[config.mk]
export PLATFORM = sky130hd
export DESIGN_NAME = md_unit
export DESIGN_NICKNAME = d
export VERILOG_FILES = /design/src/rtl/md_unit.sv
export SDC_FILE = /design/constraint.sdc
export NUM_CORES = 1
export LEC_CHECK = 0
export ABC_AREA = 0
export ABC_CLOCK_PERIOD_IN_PS = 4050
export BUFFER_PORTS_ARGS = -buffer_cell sky130_fd_sc_hd__buf_2
export CORE_MARGIN = 5
export CORE_UTILIZATION = 55
export CTS_CLUSTER_DIAMETER = 120
export CTS_CLUSTER_SIZE = 16
export DETAILED_ROUTE_END_ITERATION = 7
export PLACE_DENSITY = 0.84
export RECOVER_POWER = 100
export SETUP_SLACK_MARGIN = 0.2
export SYNTH_ARGS = -nofsm -noshare
export SYNTH_HDL_FRONTEND = slang
export SYNTH_SLANG_ARGS = --single-unit
[constraint.sdc]
create_clock -name clk -period 4.05 [get_ports clk]
set_input_delay 0.81 -clock clk [delete_from_list [all_inputs] [get_ports clk]]
set_output_delay 0.81 -clock clk [all_outputs]
set_load 0.01 [all_outputs]
[src/rtl/md_unit.sv]
// md_unit: iterative RV32M multiply/divide unit for the EX stage.
// Shift-add multiply and restoring divide run on operand magnitudes for
// 32 cycles, followed by one sign-correction/select cycle and a one-cycle
// done pulse. busy is the pipeline stall request.
module md_unit #(
   parameter int XLEN  = 32,
   parameter int CNT_W = 5
) (
   input  logic            clk,
   input  logic            rst_n,
   input  logic            start,
   input  logic [2:0]      MDCode,
   input  logic [XLEN-1:0] A,
   input  logic [XLEN-1:0] B,
   input  logic            flush,
   output logic            busy,
   output logic            done,
   output logic [XLEN-1:0] MDResult
);

   localparam logic [XLEN-1:0]  MIN_NEG  = {1'b1, {(XLEN-1){1'b0}}};
   localparam logic [CNT_W-1:0] CNT_LAST = CNT_W'(XLEN - 1);

   typedef enum logic [1:0] {
      S_IDLE,
      S_CALC,
      S_FIN,
      S_DONE
   } state_t;

   state_t state, state_next;

   logic [CNT_W-1:0]  cnt;
   logic [2:0]        op;
   logic              neg_res;
   logic [2*XLEN-1:0] acc;     // mul: {product_hi, multiplier}; div: {rem, quo}
   logic [XLEN-1:0]   opb;     // mul: |multiplicand|; div: |divisor|

   // operand preparation for an accepted start
   logic              is_div, sgn_a, sgn_b, neg_a, neg_b;
   logic              div_zero, div_ovf, special_in, neg_in;
   logic [XLEN-1:0]   mag_a, mag_b, opb_in;
   logic [2*XLEN-1:0] acc_in;
   logic              accept;

   // iteration datapath
   logic [XLEN:0]     mul_sum;
   logic [XLEN:0]     trial, diff;
   logic [2*XLEN-1:0] mul_next, div_next, step;

   // final result selection
   logic [2*XLEN-1:0] prod;
   logic [XLEN-1:0]   quo, rem, fin_res;

   // state register
   always_ff @(posedge clk or negedge rst_n) begin
      if (!rst_n) state <= S_IDLE;
      else        state <= state_next;
   end

   // next-state logic; flush overrides everything, including a new start
   always_comb begin
      state_next = state;
      accept     = 1'b0;
      case (state)
         S_IDLE, S_DONE: begin
            if (start) begin
               accept     = 1'b1;
               state_next = special_in ? S_FIN : S_CALC;
            end else begin
               state_next = S_IDLE;
            end
         end
         S_CALC:  if (cnt == CNT_LAST) state_next = S_FIN;
         S_FIN:   state_next = S_DONE;
         default: state_next = S_IDLE;
      endcase
      if (flush) begin
         state_next = S_IDLE;
         accept     = 1'b0;
      end
   end

   // signedness, magnitudes and special-case detection on the raw inputs.
   // Special cases preload acc so that the ordinary FIN selection yields
   // the architected quotient/remainder with no extra result path.
   always_comb begin
      is_div     = MDCode[2];
      sgn_a      = is_div ? ~MDCode[0] : (MDCode != 3'd3);
      sgn_b      = is_div ? ~MDCode[0] : ~MDCode[1];
      neg_a      = sgn_a & A[XLEN-1];
      neg_b      = sgn_b & B[XLEN-1];
      mag_a      = neg_a ? -A : A;
      mag_b      = neg_b ? -B : B;
      div_zero   = is_div & (B == '0);
      div_ovf    = is_div & ~MDCode[0] & (A == MIN_NEG) & (B == '1);
      special_in = div_zero | div_ovf;
      neg_in     = (is_div & MDCode[1]) ? neg_a : (neg_a ^ neg_b);
      opb_in     = is_div ? mag_b : mag_a;
      acc_in     = is_div ? {{XLEN{1'b0}}, mag_a} : {{XLEN{1'b0}}, mag_b};
      if (div_zero) begin
         neg_in = 1'b0;
         acc_in = {A, {XLEN{1'b1}}};
      end else if (div_ovf) begin
         neg_in = 1'b0;
         acc_in = {{XLEN{1'b0}}, MIN_NEG};
      end
   end

   // one multiply or divide iteration
   always_comb begin
      mul_sum  = {1'b0, acc[2*XLEN-1:XLEN]} + (acc[0] ? {1'b0, opb} : '0);
      mul_next = {mul_sum, acc[XLEN-1:1]};
      trial    = acc[2*XLEN-1:XLEN-1];
      diff     = trial - {1'b0, opb};
      div_next = diff[XLEN] ? {trial[XLEN-1:0], acc[XLEN-2:0], 1'b0}
                            : {diff[XLEN-1:0],  acc[XLEN-2:0], 1'b1};
      step     = op[2] ? div_next : mul_next;
   end

   // sign correction and result selection
   always_comb begin
      prod = neg_res ? -acc : acc;
      quo  = neg_res ? -acc[XLEN-1:0] : acc[XLEN-1:0];
      rem  = neg_res ? -acc[2*XLEN-1:XLEN] : acc[2*XLEN-1:XLEN];
      case (op)
         3'd0:       fin_res = prod[XLEN-1:0];
         3'd1, 3'd2,
         3'd3:       fin_res = prod[2*XLEN-1:XLEN];
         3'd4, 3'd5: fin_res = quo;
         default:    fin_res = rem;
      endcase
   end

   // datapath registers and registered outputs
   always_ff @(posedge clk or negedge rst_n) begin
      if (!rst_n) begin
         cnt      <= '0;
         op       <= '0;
         neg_res  <= 1'b0;
         acc      <= '0;
         opb      <= '0;
         busy     <= 1'b0;
         done     <= 1'b0;
         MDResult <= '0;
      end else begin
         busy <= (state_next == S_CALC) || (state_next == S_FIN);
         done <= (state_next == S_DONE);
         if (accept) begin
            op      <= MDCode;
            neg_res <= neg_in;
            acc     <= acc_in;
            opb     <= opb_in;
            cnt     <= '0;
         end else if ((state == S_CALC) && !flush) begin
            acc <= step;
            cnt <= cnt + 1'b1;
         end
         if ((state == S_FIN) && !flush) MDResult <= fin_res;
      end
   end

endmodule

# --- Word level (Yosys, flattened, before mapping) ---
# Cells that the tools add are included.
# Widths: inputs -> output; s select.
classes:
  add_sub_neg: 8
  mul: 0
  n_div: 0
  magnitude_cmp: 0
  eq_ne: 15
  n_shift: 0
  mux: 30
  bitwise_logic: 11
  n_reduce_logical: 11
ops:
  columns: ["cell", "n"]
  rows:
  - ["$mux 64", 6]
  - ["$mux 32", 8]
  - ["$neg 32->32", 4]
  - ["$pmux 32 s3", 1]
  - ["$eq 32x32->1 const B", 2]
  - ["$neg 64->64", 1]
  - ["$add 32x32->33", 1]
  - ["$sub 33x32->33", 1]
  - ["$logic_not 32->1", 1]
  - ["$mux 5", 2]
  - ["$eq 2x2->1 const B", 4]
  - ["$mux 1", 8]
  - ["$mux 2", 4]
  - ["$and 1x1->1", 7]
  - ["$eq 3x2->1 const B", 2]
  - ["$eq 3x3->1 const B", 2]
  - ["$pmux 2 s3", 1]
  - ["$add 5x1->5 const B", 1]
  - ["$eq 5x5->1 const B", 1]
  - ["$eq 2x1->1 const B", 2]
  - ["$reduce_or 2->1", 2]
  - ["$eq 3x1->1 const B", 1]
  - ["$logic_not 3->1", 1]
  - ["$ne 3x2->1 const B", 1]
  - ["9 further kinds", 11]
totals:
  reg_bits: 141
  latch_bits: 0
  ram_bits: 0
  rom_bits: 0
  out_inout_bits: 34
  n_memories: 0

# --- Logic depth before layout (Yosys ltp) ---
# Gate-level depths: netlist of the first run.
logic_depth:
  ltp_word: 11
  depth_mapped: 14
  mapped_depth_nobuf: 12

# --- Worst setup path after synthesis of the first run ---
# OpenSTA, ideal clock, no wires.
synth_path:
  kind: "input -> register"
  startpoint: "in A[10]"
  endpoint: "reg busy"
  arrival_time_ps: 3359
  required_ps: 3924
  slack_ps: 565
  stages: 9
  n_path_buf: 0
  cell_sequence: "or4_1 or3_1 or2_2 and3b_1 inv_1 o21ai_0 nand2_1 a221oi_1 ha_1"
synth_between:
  elab_chain_cells: 10
synth_lines:
  columns: ["element", "line_no", "text"]
  rows:
  - ["start: declaration", "13", "input logic [XLEN-1:0] A,"]
  - ["$eq 32x32->1 (*)", "96", "div_ovf = is_div & ~MDCode[0] & (A == MIN_NEG) & (B == '1);"]
  - ["$and 1x1->1 (*) (2 in a row)", "96", null]
  - ["$or 1x1->1 (*)", "97", "special_in = div_zero | div_ovf;"]
  - ["$mux 2 (*)", "69", "state_next = special_in ? S_FIN : S_CALC;"]
  - ["$mux 2 (*)", "67", "if (start) begin"]
  - ["$pmux 2 s3 (*)", "65", "case (state)"]
  - ["$mux 2 (*)", "78", "if (flush) begin"]
  - ["named net state_next[1]", "31", "state_t state, state_next;"]
  - ["$eq 2x1->1 / $eq 2x2->1 (equally long branches)", "147", "busy <= (state_next == S_CALC) || (state_next == S_FIN);"]
  - ["$logic_or 1x1->1 (*)", "147", null]
  - ["end signal: assignment", "147", null]
  - ["end: declaration", "16", "output logic busy,"]
# Mark *: on every way through the listed nets, which the timed path passes. The rest lies on a longest branch.
# A chain may end at the register's enable or synchronous reset.

# --- Worst setup path in the final report of the first run ---
layout_path:
  startpoint: "reg acc[31]"
  endpoint: "reg acc[53]"
layout_between:
  elab_chain_cells: 5
layout_lines:
  columns: ["element", "line_no", "text"]
  rows:
  - ["start: declaration", "36", "logic [2*XLEN-1:0] acc;"]
  - ["start signal: assignment", "152", "acc <= acc_in;"]
  - ["start signal: assignment", "156", "acc <= step;"]
  - ["$sub 33x32->33", "115", "diff = trial - {1'b0, opb};"]
  - ["$mux 64", "116", "div_next = diff[XLEN] ? {trial[XLEN-1:0], acc[XLEN-2:0], 1'b0}"]
  - ["$mux 64", "118", "step = op[2] ? div_next : mul_next;"]
  - ["$mux 64", "155", "end else if ((state == S_CALC) && !flush) begin"]
  - ["$mux 64", "149", "if (accept) begin"]
# Every way passes these cells. The select of a mux whose other input is x is not followed.

==> results of run 1 <==
-- synth_stat cells, types with 11 or more instances --
master,count
o21ai_0,205
nand2_1,203
nor2_1,202
a21oi_1,177
dfrtp_1,141
xnor2_1,105
clkbuf_1,103
xor2_1,79
ha_1,74
inv_1,70
mux2i_1,61
nor3_1,45
a21o_1,29
a31oi_1,29
o31ai_1,28
a211oi_1,26
nand3_1,26
o211ai_1,22
nand4_1,20
nor2b_1,20
o22ai_1,19
or4_1,17
or3_1,16
buf_1,14
nand2b_1,14
o41ai_1,14
and2_1,13
a22o_1,12
and3_1,12
mux2_2,11
-- per-layer routing --
metal	vias to the layer above	wire length, um	track usage, %
li1	7257	-	-
met1	7513	22400	48.79
met2	1132	23790	54.86
met3	214	7045	9.749
met4	2	3279	16.63
met5	-	20	0
-- worst min-delay path: cells and delay by family (launching register included) --
family | cells | cell delay, ns
DFF | 1 | 0.35
AOI/OAI and AO/OA | 1 | 0.06
and+or+nand+nor | 1 | 0.05
-- power breakdown --
part | total, W | switching [W] | internal (W)
registers | 0.00267 | 0.000722 | 0.00195
logic | 0.00803 | 0.00490 | 0.00313
clock network | 0.00162 | 0.000749 | 0.000871
total | 0.0123 | 0.00637 | 0.00595
-- logic make-up after synthesis --
family          synth area share [%]
xor+xnor                       11.11
buf+inv                        5.286
mux                            5.012
flops                          24.08
fa+ha+maj                      6.592
compound gates                 27.50
simple gates                   20.42
-- timing repair --
item	4_1_cts	5_1_grt
gates resized for setup	0	4
setup buffers	0	0
endpoints found under the hold margin	0	0
setup endpoints to repair	0	3
-- path summary, 6_finish.rpt --
| path | slack [ns] | depth (start not counted) | endpoint | startpoint |
|---|---|---|---|---|
| setup / recovery | 0.20 | 14 | acc[53] | acc[31] |
| hold / removal | 0.48 | 2 | MDResult[3] | MDResult[3] |
| setup reg to reg | 0.20 | 14 | acc[53] | acc[31] |
| hold reg to reg | 0.48 | 2 | MDResult[3] | MDResult[3] |
| max in group asynchronous | 0.94 | 2 | MDResult[24] | rst_n |
| min in group asynchronous | 1.15 | 1 | acc[56] | rst_n |
-- sequential cells by signal, indices dropped and copies added (netlist names) --
register / cells
opb: 32
MDResult: 32
state: 2
acc: 64
cnt: 5
op: 3
neg_res: 1
busy: 1
done: 1
-- through the flow --
stage,setup WS [ns],instance area (um2),hold WS (ns)
floorplan,0.5654,14650,0.4498
global placement,0.2086,15740,0.4587
detailed placement,0.1852,15740,0.4708
CTS,0.3802,16320,0.4858
global route,0.1435,16210,0.5151
finish,0.1960,16210,0.4823
-- cell type report --
type / instances / area [um2]
Clock inverter: 14 / 152.6
Timing Repair Buffer: 186 / 1066
Tap cell: 335 / 419.2
Multi-Input combinational cell: 1620 / 10350
Sequential cell: 141 / 3531
Fill cell: 2468 / 9923
Inverter: 71 / 266.5
Clock buffer: 17 / 425.4
==> flow_summary_export.csv, run 1 <==
group,metric,value,unit
timing,max_freq,259.5,MHz
place,gp_congestion,1.009,
finish,final_core_util,62.03,%
power_and_ir_drop,power_density,760.0,mW/mm2
drt,wl_per_cell,23.72,um
grt,overflow,0,
floorplanning,die_y,173.2,um
finish,final_common_cell,"o21ai_0",
status,outcome,"finished, violations left",
logic_synthesis,synth_area_leaders,"dfrtp_1, o21ai_0, ha_1, xnor2_1, a21oi_1",
worst_setup_path,worstPathBufferInverterCount,3,
logic_synthesis,yosysUniqueCellTypes,84,
clock_network,cts_buffer_depth,2,
worst_setup_path,endpoint_kind,"register",
worst_setup_path,arrival,4.16,ns
logic_synthesis,async_reset_ff_share,100.0,%
logic_synthesis,synth_top_area_share,24.08,%
logic_synthesis,netlist_area,0.01465,mm2
timing,maxSlewViolCount,200,
logic_synthesis,ys_seq_elements,141,
finish,stdcell_count,2384,
worst_setup_path,slowest_delay,0.51,ns
place,dp_hpwl,43530,um
min_path,hold_class,"reg2reg",
logic_synthesis,syn_area_per_cell,7.472,um2
logic_synthesis,syn_nets,2108,
floorplanning,rows,59,
grt,grt_pass1_wl,86950,um
finish,n_antenna_cell,0,
worst_setup_path,cp_cell_sequence,"inv_1, ha_1, fa_1, nand2b_1, a21oi_1, o21ai_0, nand3b_1, a221o_1, xor2_4, buf_12, clkbuf_2, o21ai_0, a21oi_1, o21ai_0",
drt,wirelength,56540,um
drt,ant_nets,0,
timing,setup_viol,0,
clock_network,cts_sinks,141,
drt,drt_pass1_iterations,8,
clock_network,cts_max_level,4,
worst_setup_path,cp-start-kind,"register",
timing,grt_setup_unrepaired,"false",
timing,fin_crit_sh,95.16,%
timing,period_needed,3.854,ns
timing,clock_skew,0.01597,ns
flow_run,max_cap_violations,2,
power_and_ir_drop,power.leakage,7.029,nW
logic_synthesis,yosysWarnings,0,
clock_network,cts_made_buffers,17,
worst_setup_path,crit_path_top_delay_cell,"o21ai_0",
timing,hold_viol,0,
finish,drive_gt1_share,10.20,%
floorplanning,coreArea,0.02613,mm2
clock_network,clk_pin_slew,0.07,ns
logic_synthesis,synth-edff-count,0,
logic_synthesis,synthFlopType,"dfrtp_1",
clock_network,root_buffer,"clkbuf_16",
grt,grt_use_total,36.34,%
drt,drt_iter0_markers,2214,
clock_network,hold_buffers,0,
worst_setup_path,crit_type,"reg2reg",
grt,grt_max_degree,102,
power_and_ir_drop,finalPower,0.01232,W
worst_setup_path,crit_family,"compound AO/OA/AOI/OAI gates",
logic_synthesis,yosysSeqAreaShare,24.08,%
finish,final_cell_mix,"o21ai_0, nand2_1, nor2_1",
place,port-buffer-count,104,
logic_synthesis,synth_top_area_cell,"dfrtp_1",
floorplanning,initial_core_util,56.07,%
worst_setup_path,critPathMaxFanout,38,
floorplanning,dieArea,0.03001,mm2
grt,antenna_found_initial,1,
finish,nets,2184,
timing,worst_slew_pin_slew,2.658,ns
place,dp.cells,2353,
floorplanning,die_w,173.2,um
worst_setup_path,crit_required,4.36,ns
finish,syn2layout_area_growth,10.62,%
grt,grt_pass1_vias,14990,
power_and_ir_drop,ir_drop,0.3329,mV
clock_network,tritoncts,"built",
timing,final.setup.tns,0,ns
status,violations,"design-rule violations, max-capacitance violations, max-slew violations",
timing,slew_headroom,-77.20,%
drt,via_per_inst,6.761,
floorplanning,ios,105,
clock_network,clk_latency,0.44,ns
logic_synthesis,syn_inst,1961,
drt,vias,16120,
worst_setup_path,cpMostUsedCell,"o21ai_0",
drt,route.detailed.drc,7,
Power figures use the tool's default switching activity.
==> run 2, diff against run 1 <==
Settings changed: CELL_PAD_IN_SITES_DETAIL_PLACEMENT set to 2, CELL_PAD_IN_SITES_GLOBAL_PLACEMENT set to 2, CORE_UTILIZATION 55 to 37, PLACE_DENSITY 0.84 to 0.93.
==> run 2 against run 1 <==
Net effect: the flow finishes with violations (max-capacitance violations, max-slew violations); via count up 11%; wire length increased by 52%; core utilization is 20 points lower; first-iteration DRC count is 14% lower; non-clock buffer count is 3 higher; fmax fell by 2.7%; power is 13% higher; clock skew rose by 0.0071 ns; hold slack got worse by 0.0028 ns; global-route usage rose by 1.3 points.
==> flow_summary_export.csv, run 2 (synthesized netlist as in run 1, its figures left out) <==
group,metric,value,unit
power_and_ir_drop,power_switching,0.007788,W
place,dpl_worst_slack,0.1398,ns
finish,largest_reg_flops,64,
finish,final_cell_mix,"o21ai_0, nand2_1, nor2_1",
worst_setup_path,arrival,4.36,ns
power_and_ir_drop,power.leakage,7.092,nW
clock_network,cts_made_buffers,17,
power_and_ir_drop,p_int,0.006130,W
grt,grt_pass1_wl,126400,um
grt,grt_use_total,37.68,%
floorplanning,coreArea,0.03946,mm2
floorplanning,rows,73,
drt,vias,17890,
clock_network,clk_latency,0.50,ns
grt,grt_max_degree,99,
grt,grt_pass1_vias,19310,
timing,max_freq,252.5,MHz
clock_network,cts_buffer_depth,2,
clock_network,hold_buffers,0,
floorplanning,die_y,209,um
finish,nets,2187,
worst_setup_path,crit_required,4.45,ns
clock_network,root_buffer,"clkbuf_16",
finish,fillers,4593,
worst_setup_path,critPathMaxFanout,17,
finish,final_common_cell,"o21ai_0",
min_path,hold_class,"reg2reg",
place,dp_hpwl,60540,um
floorplanning,dieArea,0.04368,mm2
power_and_ir_drop,power.share.clock,12.4,%
timing,period_needed,3.960,ns
timing,final.setup.tns,0,ns
timing,fin_crit_sh,97.78,%
drt,wirelength,86020,um
timing,clock_skew,0.02306,ns
drt,via_per_inst,6.935,
finish,seqCellArea,0.003533,mm2
drt,drt_pass1_iterations,6,
clock_network,cts_max_level,4,
power_and_ir_drop,pwr-share-comb,67.0,%
finish,syn2layout_area_growth,13.11,%
finish,top_register,"acc",
timing,worst_slew_pin_slew,2.839,ns
drt,wl_per_cell,33.36,um
min_path,hp-start,"MDResult[1]",
status,outcome,"finished, violations left",
timing,maxSlewViolCount,247,
flow_run,max_cap_violations,4,
clock_network,clk_pin_slew,0.08,ns
worst_setup_path,worstReg2RegStart,"acc[31]",
power_and_ir_drop,p_seq_share,20.7,%
timing,grt_setup_unrepaired,"true",
place,port-buffer-count,104,
timing,slew_headroom,-89.30,%
finish,largestRegisters,"acc x64, MDResult x32, opb x32",
place,gp_congestion,1.010,
grt,overflow,0,
grt,antenna_found_initial,3,
worst_setup_path,crit_start,"acc[31]",
timing,hold_viol,0,
status,violations,"max-capacitance violations, max-slew violations",
power_and_ir_drop,power_density,839.8,mW/mm2
finish,drive_gt1_share,10.38,%
power_and_ir_drop,ir_drop,0.4186,mV
clock_network,tritoncts,"built",
power_and_ir_drop,swShare,55.96,%
drt,drt_iter0_markers,1893,
floorplanning,initial_core_util,37.14,%
drt,ant_nets,0,
finish,multiInputGateArea,0.01041,mm2
timing,setup_viol,0,
timing,fin_ws,0.09008,ns
clock_network,cts_sinks,141,
drt,route.detailed.drc,0,
floorplanning,die_w,209,um
floorplanning,ios,105,
worst_setup_path,crit_type,"reg2reg",
worst_setup_path,cp-start-kind,"register",
worst_setup_path,endpoint_kind,"register",
run 2: cell count changes in the layout (fill, tap and decap cells not counted), moves of 3 or more:
| cell | delta |
|---|---|
| clkbuf_1 | +6 |
| inv_8 | -5 |
| inv_6 | -3 |
| clkinv_2 | +3 |
run 2: layer usage:
| layer | vias up | wire (um) | track usage (%) |
|---|---|---|---|
| li1 | 7235 | - | - |
| met1 | 8924 | 31860 | 45.08 |
| met2 | 1204 | 38400 | 59.33 |
| met3 | 519 | 7824 | 8.737 |
| met4 | 4 | 7911 | 27.27 |
| met5 | - | 35 | 0 |
run 2: power by group through the flow:
stage | Combinational, W | Clock, W | Sequential [W]
2_1_floorplan | 0.00546 | 0 | 0.00247
3_3_place_gp | 0.00789 | 0 | 0.00269
6_report | 0.00932 | 0.00172 | 0.00287
3_5_place_dp | 0.00846 | 0 | 0.00279
4_1_cts | 0.00895 | 0.00171 | 0.00281
5_1_grt | 0.00970 | 0.00176 | 0.00289
run 2: final cells by class:
class / count / area share [%]
Multi-Input combinational cell: 1620 / 62.78
Sequential cell: 141 / 21.32
Timing Repair Buffer: 189 / 6.817
Tap cell: 525 / 3.963
Clock buffer: 22 / 2.801
Inverter: 71 / 1.608
Clock inverter: 10 / 0.6945
Antenna cell: 1 / 0.01510
run 2: worst paths after layout:
check                                    to  slack [ns]  depth (start not counted)
worst max register to register      acc[49]        0.09                         14
min in group asynchronous           acc[55]        1.17                          1
worst max-delay path                acc[49]        0.09                         14
max in group asynchronous             op[2]        0.80                          1
worst min-delay path            MDResult[1]        0.48                          2
worst min register to register  MDResult[1]        0.48                          2
run 2: worst max-delay path: stages, from the launching register on:
cell,delay [ns]
dfrtp_1,0.46
inv_1,0.20
ha_1,0.29
fa_1,0.43
nand2b_1,0.21
a21oi_1,0.26
o21ai_1,0.20
nand3b_1,0.24
a221o_1,0.26
xor2_4,0.22
clkbuf_1,0.19
bufbuf_16,0.36
mux2i_1,0.22
a211oi_1,0.07
o21ai_0,0.25
run 2: repair_timing:
action	CTS	global route
resized for setup	3	12
pin swaps	0	1
setup buffers	3	0
gates cloned	1	0
endpoints found under the setup margin	8	16
run 2: metrics by stage:
stage               hold WS, ns  total power, W  area (um2)  util (%)  cells
floorplan                0.4498        0.007929       14650         -   1961
global placement         0.4571         0.01059       16000     40.55   2542
detailed placement       0.4670         0.01125       16000     40.55   2542
CTS                      0.4809         0.01346       16640     42.18   2578
global route             0.5105         0.01435       16570     42.00   2578
finish                   0.4795         0.01392       16570     42.00   2579
==> run 3, diff against run 2 <==
--- a/config.mk
+++ b/config.mk
@@ -7,3 +7,3 @@
 export LEC_CHECK = 0
-export ABC_AREA = 0
+export ABC_AREA = 1
 export ABC_CLOCK_PERIOD_IN_PS = 4050
@@ -13,3 +13,3 @@
 export CORE_MARGIN = 5
-export CORE_UTILIZATION = 37
+export CORE_UTILIZATION = 33
 export CTS_CLUSTER_DIAMETER = 120
@@ -17,3 +17,3 @@
 export DETAILED_ROUTE_END_ITERATION = 7
-export PLACE_DENSITY = 0.93
+export PLACE_DENSITY = 0.92
 export RECOVER_POWER = 100
==> constraint.sdc (replaced) <==
create_clock -name clk -period 4.05 [get_ports clk]
set_input_delay 0.6075 -clock clk [delete_from_list [all_inputs] [get_ports clk]]
set_output_delay 0.6075 -clock clk [all_outputs]
set_load 0.01 [all_outputs]
==> run 3 against run 2 <==
Net effect: the run still ends with max-capacitance violations, max-slew violations left; synthesized cell count increased by 57%; cell count grew 50%; via count grew 36%; clock skew is 0.0038 ns higher; sequential cell count stayed put; first-iteration DRC count is 32% higher; fmax rose by 2.5%; non-clock buffer count decreased by 55; register-to-register slack improved by 0.095 ns; die area rose by 34%; largest power group unchanged.
==> flow_summary_export.csv, run 3 <==
group,metric,value,unit
logic_synthesis,synth-edff-count,0,
power_and_ir_drop,p_seq_share,18.7,%
drt,via_per_inst,6.311,
worst_setup_path,critPathMaxFanout,56,
power_and_ir_drop,power.leakage,10.29,nW
logic_synthesis,synth_area_leaders,"nand2_1, dfrtp_1, inv_1, nand3_1, nor2_1",
drt,drt_pass1_iterations,5,
clock_network,cts_made_buffers,17,
worst_setup_path,cp_cell_sequence,"inv_1, ha_1, nand3_2, inv_1, buf_12, nor2_4, buf_4, a221oi_1, nand2_1, nand2_1",
logic_synthesis,synthAdderAreaFrac,5.428,%
min_path,hold_end,"opb[0]",
logic_synthesis,yosysMostFrequentCell,"nand2_1",
finish,finalInstanceArea,0.01945,mm2
worst_setup_path,worstPathBufferInverterCount,4,
power_and_ir_drop,swShare,63.83,%
logic_synthesis,yosysUniqueCellTypes,58,
floorplanning,die_y,242.2,um
power_and_ir_drop,ir_drop,0.3777,mV
place,dp_hpwl,86970,um
worst_setup_path,crit_family,"buffers and inverters",
clock_network,clk_pin_slew,0.08,ns
finish,drive_gt1_share,7.366,%
clock_network,postCtsResizedCells,0,
drt,wl_per_cell,31.05,um
logic_synthesis,syn_area_per_cell,5.762,um2
logic_synthesis,synth-compound-area-share,15.69,%
logic_synthesis,async_reset_ff_share,100.0,%
finish,final_common_cell,"nand2_1",
clock_network,cts_buffer_depth,2,
grt,antenna_found_initial,3,
logic_synthesis,synthMuxAreaShare,0,%
timing,slew_headroom,-68.46,%
grt,grt_pass1_vias,26760,
logic_synthesis,synth_top_area_share,21.01,%
status,outcome,"finished, violations left",
clock_network,cts_sinks,141,
drt,vias,24380,
logic_synthesis,ys_seq_elements,141,
finish,largestRegisters,"acc x64, MDResult x32, opb x32",
worst_setup_path,crit_path_top_delay_cell,"a221oi_1",
grt,grt_use_total,39.51,%
worst_setup_path,slowest_delay,0.95,ns
finish,fillers,6827,
timing,grt_setup_unrepaired,"false",
place,place_area,0.01901,mm2
logic_synthesis,yosysSeqAreaShare,19.83,%
logic_synthesis,yosysWarnings,0,
worst_setup_path,arrival,4.32,ns
logic_synthesis,netlist_area,0.01779,mm2
worst_setup_path,worstReg2RegStart,"state[0]",
grt,grt_pass1_wl,177700,um
place,gp_congestion,0.9948,
floorplanning,initial_core_util,33.20,%
clock_network,hold_buffers,0,
power_and_ir_drop,power_density,749.3,mW/mm2
timing,period_needed,3.865,ns
timing,worst_slew_pin_slew,2.527,ns
timing,max_freq,258.8,MHz
finish,top_register,"acc",
power_and_ir_drop,power.share.clock,12.8,%
logic_synthesis,synth_top_area_cell,"nand2_1",
worst_setup_path,worstRegToRegCells,10,
grt,overflow,0,
grt,grt_max_degree,71,
floorplanning,rows,85,
power_and_ir_drop,p_int,0.005270,W
logic_synthesis,syn_nets,3235,
clock_network,clk_latency,0.53,ns
floorplanning,ios,105,
min_path,hold-path-cell-count,3,
floorplanning,die_w,242.2,um
min_path,hp-start,"B[0]",
logic_synthesis,synthSimpleGateAreaFrac,42.81,%
power_and_ir_drop,pwr-share-comb,68.4,%
power_and_ir_drop,power_switching,0.009301,W
finish,final_cell_mix,"nand2_1, inv_1, nor2_1",
min_path,hold_class,"in2reg",
drt,ant_nets,0,
status,violations,"max-capacitance violations, max-slew violations",
timing,setup_viol,0,
drt,wirelength,119900,um
worst_setup_path,crit_type,"reg2reg",
clock_network,post-cts-setup-buffer-count,0,
timing,maxSlewViolCount,39,
worst_setup_path,endpoint_kind,"register",
floorplanning,coreArea,0.05360,mm2
logic_synthesis,synthFlopType,"dfrtp_1",
logic_synthesis,synth_top_family_by_area,"simple AND/OR/NAND/NOR gates",
logic_synthesis,syn_inst,3088,
worst_setup_path,crit_required,4.51,ns
flow_run,max_cap_violations,1,
finish,largest_reg_flops,64,
clock_network,cts_max_level,4,
timing,hold_viol,0,
worst_setup_path,rr_endpoint,"acc[25]",
finish,syn2layout_area_growth,9.288,%
timing,fin_crit_sh,95.42,%
place,port-buffer-count,104,
logic_synthesis,synth_xor_xnor_area_share,3.593,%
logic_synthesis,synth_common_cells,"nand2_1, inv_1, nor2_1, nand3_1, dfrtp_1",
drt,drt_iter0_markers,2491,
worst_setup_path,cp-start-kind,"register",
clock_network,tritoncts,"built",
worst_setup_path,r2r_slack,0.19,ns
floorplanning,dieArea,0.05867,mm2
clock_network,root_buffer,"clkbuf_16",
drt,route.detailed.drc,0,
timing,clock_skew,0.02682,ns
finish,nets,3297,
timing,final.setup.tns,0,ns
[run 3: cell count changes after synthesis, moves of 25 or more]
cell	change
a211oi_1	-25
a21oi_1	-45
a21oi_2	+26
clkbuf_1	-57
inv_1	+379
inv_2	+25
mux2i_1	-61
nand2_1	+793
nand3_1	+262
nand4_1	+34
nor2_1	+108
o21ai_0	-79
o21ai_1	+32
xnor2_1	-97
[run 3: final cells by class]
cell class                      count  area [um2]  area share [%]
Clock inverter                     15       192.7          0.9908
Clock buffer                       17       425.4           2.187
Timing Repair Buffer              134       716.9           3.687
Sequential cell                   141        3530           18.15
Multi-Input combinational cell   2378       11910           61.22
Inverter                          478        1798           9.245
Tap cell                          696       870.8           4.478
Antenna cell                        3       7.507         0.03860
[run 3: cell families after synthesis]
logic type | after synthesis
AOI/OAI and AO/OA | 456
and+or+nand+nor | 1773
adders and majority gates | 76
DFF | 141
xor gates and xnor gates | 73
buffers and inverters | 569
[run 3: metrics by stage]
step	util [%]	hold slack, ns	setup WS (ns)	cells	power (W)
after detailed placement	35.47	0.4800	0.6655	3827	0.01172
final	36.28	0.4715	0.1854	3862	0.01457
after floorplan	-	0.3119	1.580	3088	0.008178
after global routing	36.27	0.4992	0.2173	3859	0.01513
after CTS	36.62	0.001151	0.5379	3859	0.01410
after global placement	35.47	0.4654	0.9459	3827	0.01096
[run 3: layer usage]
metal	vias to the layer above	routed length, um	global-route usage (%)
met5	-	31	0
met4	4	11500	30.35
met3	614	11670	11.29
met2	1575	52380	62.27
met1	12130	44310	45.28
li1	10060	-	-
[run 3: how the worst max path moves through the flow]
stage	start	end	slack, ns	cells past startpoint
detailed placement	acc[32]	acc[63]	0.67	17
global placement	acc[32]	acc[63]	0.95	16
CTS	acc[32]	acc[63]	0.54	17
floorplan	acc[0]	acc[45]	1.58	18
finish	state[0]	acc[25]	0.19	10
global route	MDCode[2]	acc[30]	0.22	15
[run 3: worst register-to-register path, stage by stage, from the launching register on]
cell      delay, ns
dfrtp_1        0.40
inv_1          0.10
ha_1           0.37
nand3_2        0.17
inv_1          0.52
buf_12         0.43
nor2_4         0.24
buf_4          0.38
a221oi_1       0.95
nand2_1        0.13
nand2_1        0.11
[run 3: power groups by stage]
stage	sequential, W	combinational [W]	clock, W
2_1_floorplan	0.00212	0.00606	0
3_3_place_gp	0.00255	0.00841	0
3_5_place_dp	0.00263	0.00910	0
4_1_cts	0.00263	0.00962	0.00185
5_1_grt	0.00269	0.0105	0.00190
6_report	0.00273	0.00997	0.00187
